`src/rtl/mem_access_pkg.sv`:
```
//==============================================================================
// Module   : mem_access_pkg
// Brief    : Shared mem_op encodings, FSM state codes, default bus timeout.
// Revision : 1.0 - initial release
//==============================================================================
`default_nettype none

package mem_access_pkg;

    typedef enum logic [2:0] {
        OP_LW  = 3'd0,
        OP_LH  = 3'd1,
        OP_LHU = 3'd2,
        OP_LB  = 3'd3,
        OP_LBU = 3'd4,
        OP_SW  = 3'd5,
        OP_SH  = 3'd6,
        OP_SB  = 3'd7
    } mem_op_e;

    typedef enum logic [1:0] {
        ST_IDLE = 2'd0,
        ST_BUS  = 2'd1,
        ST_RESP = 2'd2
    } state_e;

    localparam int c_default_timeout = 16;

    function automatic logic is_store(input mem_op_e op);
        return (op == OP_SW) || (op == OP_SH) || (op == OP_SB);
    endfunction

    // Address bits that must be zero for the access size of op.
    function automatic logic [1:0] align_mask(input mem_op_e op);
        logic [1:0] m;
        m = 2'b00;
        case (op)
            OP_LW, OP_SW:         m = 2'b11;
            OP_LH, OP_LHU, OP_SH: m = 2'b01;
            default:              m = 2'b00;
        endcase
        return m;
    endfunction

endpackage

`default_nettype wire

```
`src/rtl/mem_lane.sv`:
```
//==============================================================================
// Module   : mem_lane
// Brief    : Byte-enable generation, store data replication, load extraction.
// Revision : 1.0 - initial release
//==============================================================================
`default_nettype none

module mem_lane
    import mem_access_pkg::*;
(
    input  mem_op_e     i_op,
    input  logic [1:0]  i_addr_lo,
    input  logic [31:0] i_wdata,
    input  logic [31:0] i_rdata,
    output logic [3:0]  o_be,
    output logic [31:0] o_wdata,
    output logic [31:0] o_load
);

    logic [7:0]  w_byte;
    logic [15:0] w_half;

    always_comb begin
        w_byte  = 8'(i_rdata >> {i_addr_lo, 3'b000});
        w_half  = i_addr_lo[1] ? i_rdata[31:16] : i_rdata[15:0];
        o_be    = 4'b1111;
        o_wdata = i_wdata;
        o_load  = i_rdata;
        case (i_op)
            OP_SH: begin
                o_be    = i_addr_lo[1] ? 4'b1100 : 4'b0011;
                o_wdata = {2{i_wdata[15:0]}};
            end
            OP_SB: begin
                o_be    = 4'b0001 << i_addr_lo;
                o_wdata = {4{i_wdata[7:0]}};
            end
            OP_LH:   o_load = {{16{w_half[15]}}, w_half};
            OP_LHU:  o_load = {16'h0000, w_half};
            OP_LB:   o_load = {{24{w_byte[7]}}, w_byte};
            OP_LBU:  o_load = {24'h000000, w_byte};
            default: ;
        endcase
    end

endmodule

`default_nettype wire

```
`src/rtl/mem_access.sv`:
```
//==============================================================================
// Module   : mem_access
// Brief    : MEM-stage load/store unit bridging the pipeline to a word bus.
//            Define MEM_ALIGN_CHECK_EN to trap misaligned word/half accesses.
// Revision : 1.0 - initial release
//==============================================================================
`default_nettype none

module mem_access
    import mem_access_pkg::*;
#(
    parameter int TIMEOUT_CYCLES = c_default_timeout
) (
    input  logic        clk,
    input  logic        reset,
    input  logic        req_valid,
    input  logic [2:0]  mem_op,
    input  logic [31:0] addr,
    input  logic [31:0] wdata,
    output logic        req_ready,
    output logic        rsp_valid,
    output logic [31:0] rdata,
    output logic        exc_adel,
    output logic        exc_ades,
    output logic        bus_err,
    output logic        stall,
    output logic        bus_req,
    output logic        bus_we,
    output logic [31:0] bus_addr,
    output logic [3:0]  bus_be,
    output logic [31:0] bus_wdata,
    input  logic        bus_ack,
    input  logic [31:0] bus_rdata
);

    localparam int c_cnt_w = $clog2(TIMEOUT_CYCLES + 1);

    state_e               r_state;
    state_e               w_next;
    mem_op_e              r_op;
    logic [31:0]          r_addr;
    logic [31:0]          r_wdata;
    logic [c_cnt_w-1:0]   r_cnt;
    logic [31:0]          r_rdata;
    logic                 r_bus_err;
    mem_op_e              w_op;
    logic                 w_accept;
    logic                 w_misaligned;
    logic                 w_timeout;
    logic [31:0]          w_addr_fixed;
    logic [3:0]           w_be;
    logic [31:0]          w_wrep;
    logic [31:0]          w_load;

    assign w_op         = mem_op_e'(mem_op);
    assign w_accept     = req_valid && (r_state == ST_IDLE);
    assign w_timeout    = (r_cnt == c_cnt_w'(TIMEOUT_CYCLES - 1));
    // Without the trap, misaligned low bits are simply dropped.
    assign w_addr_fixed = {addr[31:2], addr[1:0] & ~align_mask(w_op)};

`ifdef MEM_ALIGN_CHECK_EN
    logic r_exc_adel;
    logic r_exc_ades;

    assign w_misaligned = |(addr[1:0] & align_mask(w_op));

    always_ff @(posedge clk or negedge reset) begin
        if (!reset) begin
            r_exc_adel <= 1'b0;
            r_exc_ades <= 1'b0;
        end else if (w_accept) begin
            r_exc_adel <= w_misaligned && !is_store(w_op);
            r_exc_ades <= w_misaligned && is_store(w_op);
        end
    end

    assign exc_adel = r_exc_adel;
    assign exc_ades = r_exc_ades;
`else
    assign w_misaligned = 1'b0;
    assign exc_adel     = 1'b0;
    assign exc_ades     = 1'b0;
`endif

    always_ff @(posedge clk or negedge reset) begin
        if (!reset) r_state <= ST_IDLE;
        else        r_state <= w_next;
    end

    always_comb begin
        w_next    = r_state;
        req_ready = 1'b0;
        stall     = 1'b1;
        rsp_valid = 1'b0;
        bus_req   = 1'b0;
        case (r_state)
            ST_IDLE: begin
                req_ready = 1'b1;
                stall     = 1'b0;
                if (req_valid) w_next = w_misaligned ? ST_RESP : ST_BUS;
            end
            ST_BUS: begin
                bus_req = 1'b1;
                if (bus_ack || w_timeout) w_next = ST_RESP;
            end
            ST_RESP: begin
                rsp_valid = 1'b1;
                w_next    = ST_IDLE;
            end
            default: w_next = ST_IDLE;
        endcase
    end

    always_ff @(posedge clk or negedge reset) begin
        if (!reset) begin
            r_op      <= OP_LW;
            r_addr    <= 32'h0;
            r_wdata   <= 32'h0;
            r_cnt     <= '0;
            r_rdata   <= 32'h0;
            r_bus_err <= 1'b0;
        end else if (w_accept) begin
            r_op      <= w_op;
            r_addr    <= w_addr_fixed;
            r_wdata   <= wdata;
            r_cnt     <= '0;
            r_rdata   <= 32'h0;
            r_bus_err <= 1'b0;
        end else if (r_state == ST_BUS) begin
            if (bus_ack) begin
                r_rdata <= is_store(r_op) ? 32'h0 : w_load;
            end else if (w_timeout) begin
                r_bus_err <= 1'b1;
            end else begin
                r_cnt <= r_cnt + c_cnt_w'(1);
            end
        end
    end

    mem_lane u_lane (
        .i_op      (r_op),
        .i_addr_lo (r_addr[1:0]),
        .i_wdata   (r_wdata),
        .i_rdata   (bus_rdata),
        .o_be      (w_be),
        .o_wdata   (w_wrep),
        .o_load    (w_load)
    );

    // Bus outputs are gated so they read zero whenever no transfer is open.
    assign bus_we    = bus_req && is_store(r_op);
    assign bus_addr  = bus_req ? {r_addr[31:2], 2'b00} : 32'h0;
    assign bus_be    = bus_req ? w_be : 4'b0000;
    assign bus_wdata = bus_req ? w_wrep : 32'h0;
    assign rdata     = r_rdata;
    assign bus_err   = r_bus_err;

endmodule

`default_nettype wire

```
`config.mk`:
```
export PLATFORM = sky130hd
export DESIGN_NAME = mem_access
export DESIGN_NICKNAME = d
export VERILOG_FILES = /design/src/rtl/mem_access_pkg.sv /design/src/rtl/mem_lane.sv /design/src/rtl/mem_access.sv
export SDC_FILE = /design/constraint.sdc
export NUM_CORES = 1
export LEC_CHECK = 0
export CORE_UTILIZATION = 48
export DETAILED_ROUTE_END_ITERATION = 7
export GPL_TIMING_DRIVEN = 1
export PLACE_DENSITY_LB_ADDON = 0.08
export SLEW_MARGIN = 20
export SYNTH_ARGS = -nofsm -noshare
export SYNTH_HDL_FRONTEND = slang
export SYNTH_SLANG_ARGS = --single-unit
```
`constraint.sdc`:
```
create_clock -name clk -period 3.6 [get_ports clk]
set_clock_uncertainty 0.1 [all_clocks]
set_input_delay 0.72 -clock clk [delete_from_list [all_inputs] [get_ports clk]]
set_output_delay 0.72 -clock clk [all_outputs]
set_load 0.05 [all_outputs]
```
==> flow_results.xml <==
<?xml version="1.0" encoding="UTF-8"?>
<metrics>
  <group name="worst_setup_path">
    <metric name="timing.rr.start" unit="">r_op[0]</metric>
    <metric name="ff_to_ff_end" unit="">rdata[1]</metric>
    <metric name="cp_max_fo" unit="">11</metric>
    <metric name="arrival" unit="ns">2.34</metric>
    <metric name="timing.reg2reg.setup_slack" unit="ns">1.17</metric>
    <metric name="cp_data_required_time" unit="ns">2.78</metric>
    <metric name="timing_worst_setup_path_type" unit="">flop to primary output</metric>
    <metric name="crit_path_end_kind" unit="">primary output</metric>
    <metric name="reg2reg_depth" unit="">6</metric>
    <metric name="crit_path_start_kind" unit="">flop</metric>
  </group>
  <group name="run_status">
    <metric name="outcome" unit="">completed</metric>
  </group>
  <group name="floorplan">
    <metric name="floorplan.core_area" unit="um2">11420</metric>
    <metric name="die-area" unit="um2">12140</metric>
    <metric name="number_of_placement_rows" unit="">39</metric>
    <metric name="die_width" unit="um">110.2</metric>
    <metric name="boundaryPins" unit="">211</metric>
    <metric name="floorplan.die.height" unit="um">110.2</metric>
    <metric name="floorplan.initialDensity" unit="">0.4918</metric>
  </group>
  <group name="layout">
    <metric name="areaGrowthSynthToFinish" unit="%">44.76</metric>
    <metric name="drive_above_1_share" unit="">0.1366</metric>
    <metric name="nNetsFinal" unit="">986</metric>
    <metric name="layout.cell_area.non_filler" unit="um2">8129</metric>
    <metric name="diodes" unit="">0</metric>
    <metric name="utilization" unit="">0.7119</metric>
  </group>
  <group name="placed_design">
    <metric name="placement.setup.worst_slack" unit="ns">0.7228</metric>
    <metric name="placed_area" unit="um2">7779</metric>
    <metric name="portBuffers" unit="">206</metric>
    <metric name="gpl.final_weighted_congestion" unit="">0.9179</metric>
    <metric name="dp_hpwl" unit="um">11950</metric>
  </group>
  <group name="clocking">
    <metric name="h-tree-depth" unit="">3</metric>
    <metric name="clk_latency" unit="ns">0.35</metric>
    <metric name="clock-sinks" unit="">107</metric>
    <metric name="worst_path_clk_slew" unit="ns">0.07</metric>
    <metric name="tritoncts_clock_tree" unit="">done</metric>
    <metric name="cts-hold-fix-buffers" unit="">0</metric>
    <metric name="cts_inserted_buffers" unit="">9</metric>
    <metric name="cts_post_setup_buffers_inserted" unit="">0</metric>
    <metric name="cts_repair_resize_count" unit="">0</metric>
    <metric name="clock_path_buffers" unit="">2</metric>
    <metric name="root_buffer" unit="">clkbuf_16</metric>
  </group>
  <group name="logic_synthesis">
    <metric name="proportion_of_netlist_area_held_by_the_largest_area_contributor" unit="">0.4768</metric>
    <metric name="ys_seq_area_frac" unit="">0.4768</metric>
    <metric name="mean_syn_cell_area" unit="um2">7.976</metric>
    <metric name="ys.warnings.count" unit="">0</metric>
    <metric name="ys_top_cells_by_count" unit="">nand2_1, dfrtp_1, nor2_1</metric>
    <metric name="post-synth-top-count-cell" unit="">nand2_1</metric>
    <metric name="synth_seq_cells" unit="">107</metric>
    <metric name="postSynth.asyncResetShare" unit="">1.000</metric>
    <metric name="most_used_flip_flop_cell_after_synthesis" unit="">dfrtp_1</metric>
    <metric name="synth_enable_flop_cells" unit="">0</metric>
    <metric name="synth_top_cell_by_area" unit="">dfrtp_1</metric>
    <metric name="cell_types_with_the_largest_area_share_after_synthesis" unit="">dfrtp_1, nand2_1, and2_1</metric>
    <metric name="synth.lib_cells_used.distinct" unit="">49</metric>
    <metric name="synthCells" unit="">704</metric>
    <metric name="netlist_area" unit="um2">5615</metric>
  </group>
  <group name="sta">
    <metric name="min_period" unit="ns">3.164</metric>
    <metric name="worstMarginPinSlew" unit="ns">1.060</metric>
    <metric name="whs" unit="ns">0.3664</metric>
    <metric name="grt_setup_unrepaired" unit="">false</metric>
    <metric name="hold_viol" unit="">0</metric>
    <metric name="fin_tns_setup" unit="ns">0</metric>
    <metric name="setup-violations-final" unit="">0</metric>
    <metric name="maxSlewHeadroom" unit="">0.2837</metric>
    <metric name="fin_ws" unit="ns">0.4364</metric>
    <metric name="max_clock_freq" unit="GHz">0.3161</metric>
    <metric name="min_period_over_period" unit="">0.8788</metric>
    <metric name="maxSlewViolCount" unit="">0</metric>
  </group>
  <group name="routing">
    <metric name="via_per_inst" unit="">5.443</metric>
    <metric name="antenna_left" unit="">0</metric>
    <metric name="vias" unit="">5601</metric>
    <metric name="wirelength" unit="um">16850</metric>
    <metric name="detail_route.drc_violations" unit="">0</metric>
    <metric name="router_iterations_before_antenna_repair" unit="">7</metric>
    <metric name="routed_wire_length_per_instance" unit="um">16.37</metric>
    <metric name="detailedRoute.firstIterationViolations" unit="">361</metric>
  </group>
  <group name="power_and_ir_drop">
    <metric name="vdd_ir_drop_max" unit="mV">0.6822</metric>
    <metric name="p_leak" unit="nW">3.811</metric>
    <metric name="pwr_per_cell_area" unit="nW/um2">981.0</metric>
  </group>
  <group name="grt">
    <metric name="globalRouteTotalUtil" unit="">0.2808</metric>
    <metric name="grt_start_max_net_pins" unit="">66</metric>
    <metric name="grt_pass1_vias" unit="">5366</metric>
    <metric name="grt_overflow_total" unit="">0</metric>
    <metric name="number_of_antenna_violations_at_the_first_check_in_global_routing" unit="">0</metric>
    <metric name="first_pass_grt_wire_length" unit="um">26070</metric>
  </group>
  <group name="worst_hold_path">
    <metric name="hold_path_class" unit="">flop to flop</metric>
    <metric name="min_path_cells" unit="">2</metric>
    <metric name="worst_hold_endpoint" unit="">r_addr[22]</metric>
    <metric name="hold_path_startpoint" unit="">r_addr[22]</metric>
  </group>
  <group name="flow_run">
    <metric name="cap_viol_max_count" unit="">0</metric>
  </group>
</metrics>
## worst max-delay path, stage by stage (launching register included)
cell and delay [ns]:
dfrtp_1 0.51, inv_1 0.27, a21oi_1 0.23, nor2_1 0.05
nor2_1 0.09, clkdlybuf4s50_1 0.83
## through the flow
| stage | power [W] | cells |
|---|---|---|
| 2_1_floorplan | 0.005205 | 707 |
| 3_3_place_gp | 0.006710 | 1013 |
| 3_5_place_dp | 0.006824 | 1013 |
| 4_1_cts | 0.007998 | 1029 |
| 5_1_grt | 0.008453 | 1029 |
| 6_report | 0.007974 | 1029 |
## worst max path at each step
stage                        startpoint            end  cells after the start
after floorplan                 r_op[1]  bus_wdata[28]                      6
after global routing          r_addr[0]      bus_be[1]                      5
after global placement    bus_rdata[23]      rdata[18]                      5
after detailed placement  bus_rdata[23]      rdata[31]                      5
final                         r_addr[0]      bus_be[1]                      5
after CTS                     r_addr[0]      bus_be[1]                      5
## power by group
| part | total, W | switching [W] | internal [W] | leakage [nW] |
|---|---|---|---|---|
| clock | 0.00115 | 0.000447 | 0.000700 | 0.169 |
| sequential | 0.00207 | 0.000357 | 0.00171 | 1.37 |
| combinational | 0.00476 | 0.00318 | 0.00158 | 2.27 |
| total | 0.00797 | 0.00398 | 0.00399 | 3.81 |
## cells by family after synthesis
group	Yosys count	synth area share
other	1	0.0006678
DFF	107	0.4768
AOI/OAI and AO/OA	128	0.1408
buffers and inverters	61	0.04702
muxes	18	0.03610
adders and majority gates	3	0.006238
and+or+nand+nor	380	0.2830
xor gates and xnor gates	6	0.009358
## sequential cells by signal, indices dropped and copies added, names as in the netlist
name / cells
r_wdata: 32
rdata: 32
r_cnt: 5
bus_err: 1
r_op: 3
r_state: 2
r_addr: 32
## routing by layer
metal / track usage / wire length (um) / part of all wire
met3: 0.06114 / 1400 / 0.083
met4: 0.1419 / 592 / 0.035
met1: 0.3373 / 6394 / 0.38
met5: 0 / 0 / 0
met2: 0.4754 / 8458 / 0.50
## layout make-up
class	count	area [um2]
clock buffers	10	239.0
clock inverters	6	111.4
inverters	7	26.28
repair buffers	217	2200
multi-input cells	539	2696
flip-flops and latches	107	2678
fillers	929	3289
well taps	143	178.9
## placed cells by master (no fill, tap or decap), drive strengths merged, types with 4 or more instances in the layout
master and n:
mux2i 9, a21oi 32, clkbuf 10, a22oi 6, conb 4, dfrtp 107
a211oi 9, nand2 267, mux2 8, o21ai 52, buf 79, clkdlybuf4s50 138
o22ai 15, o2111ai 6, inv 8, nor2 47, xor2 4, and2 40
nand3 11
Power figures use the tool's default switching activity.
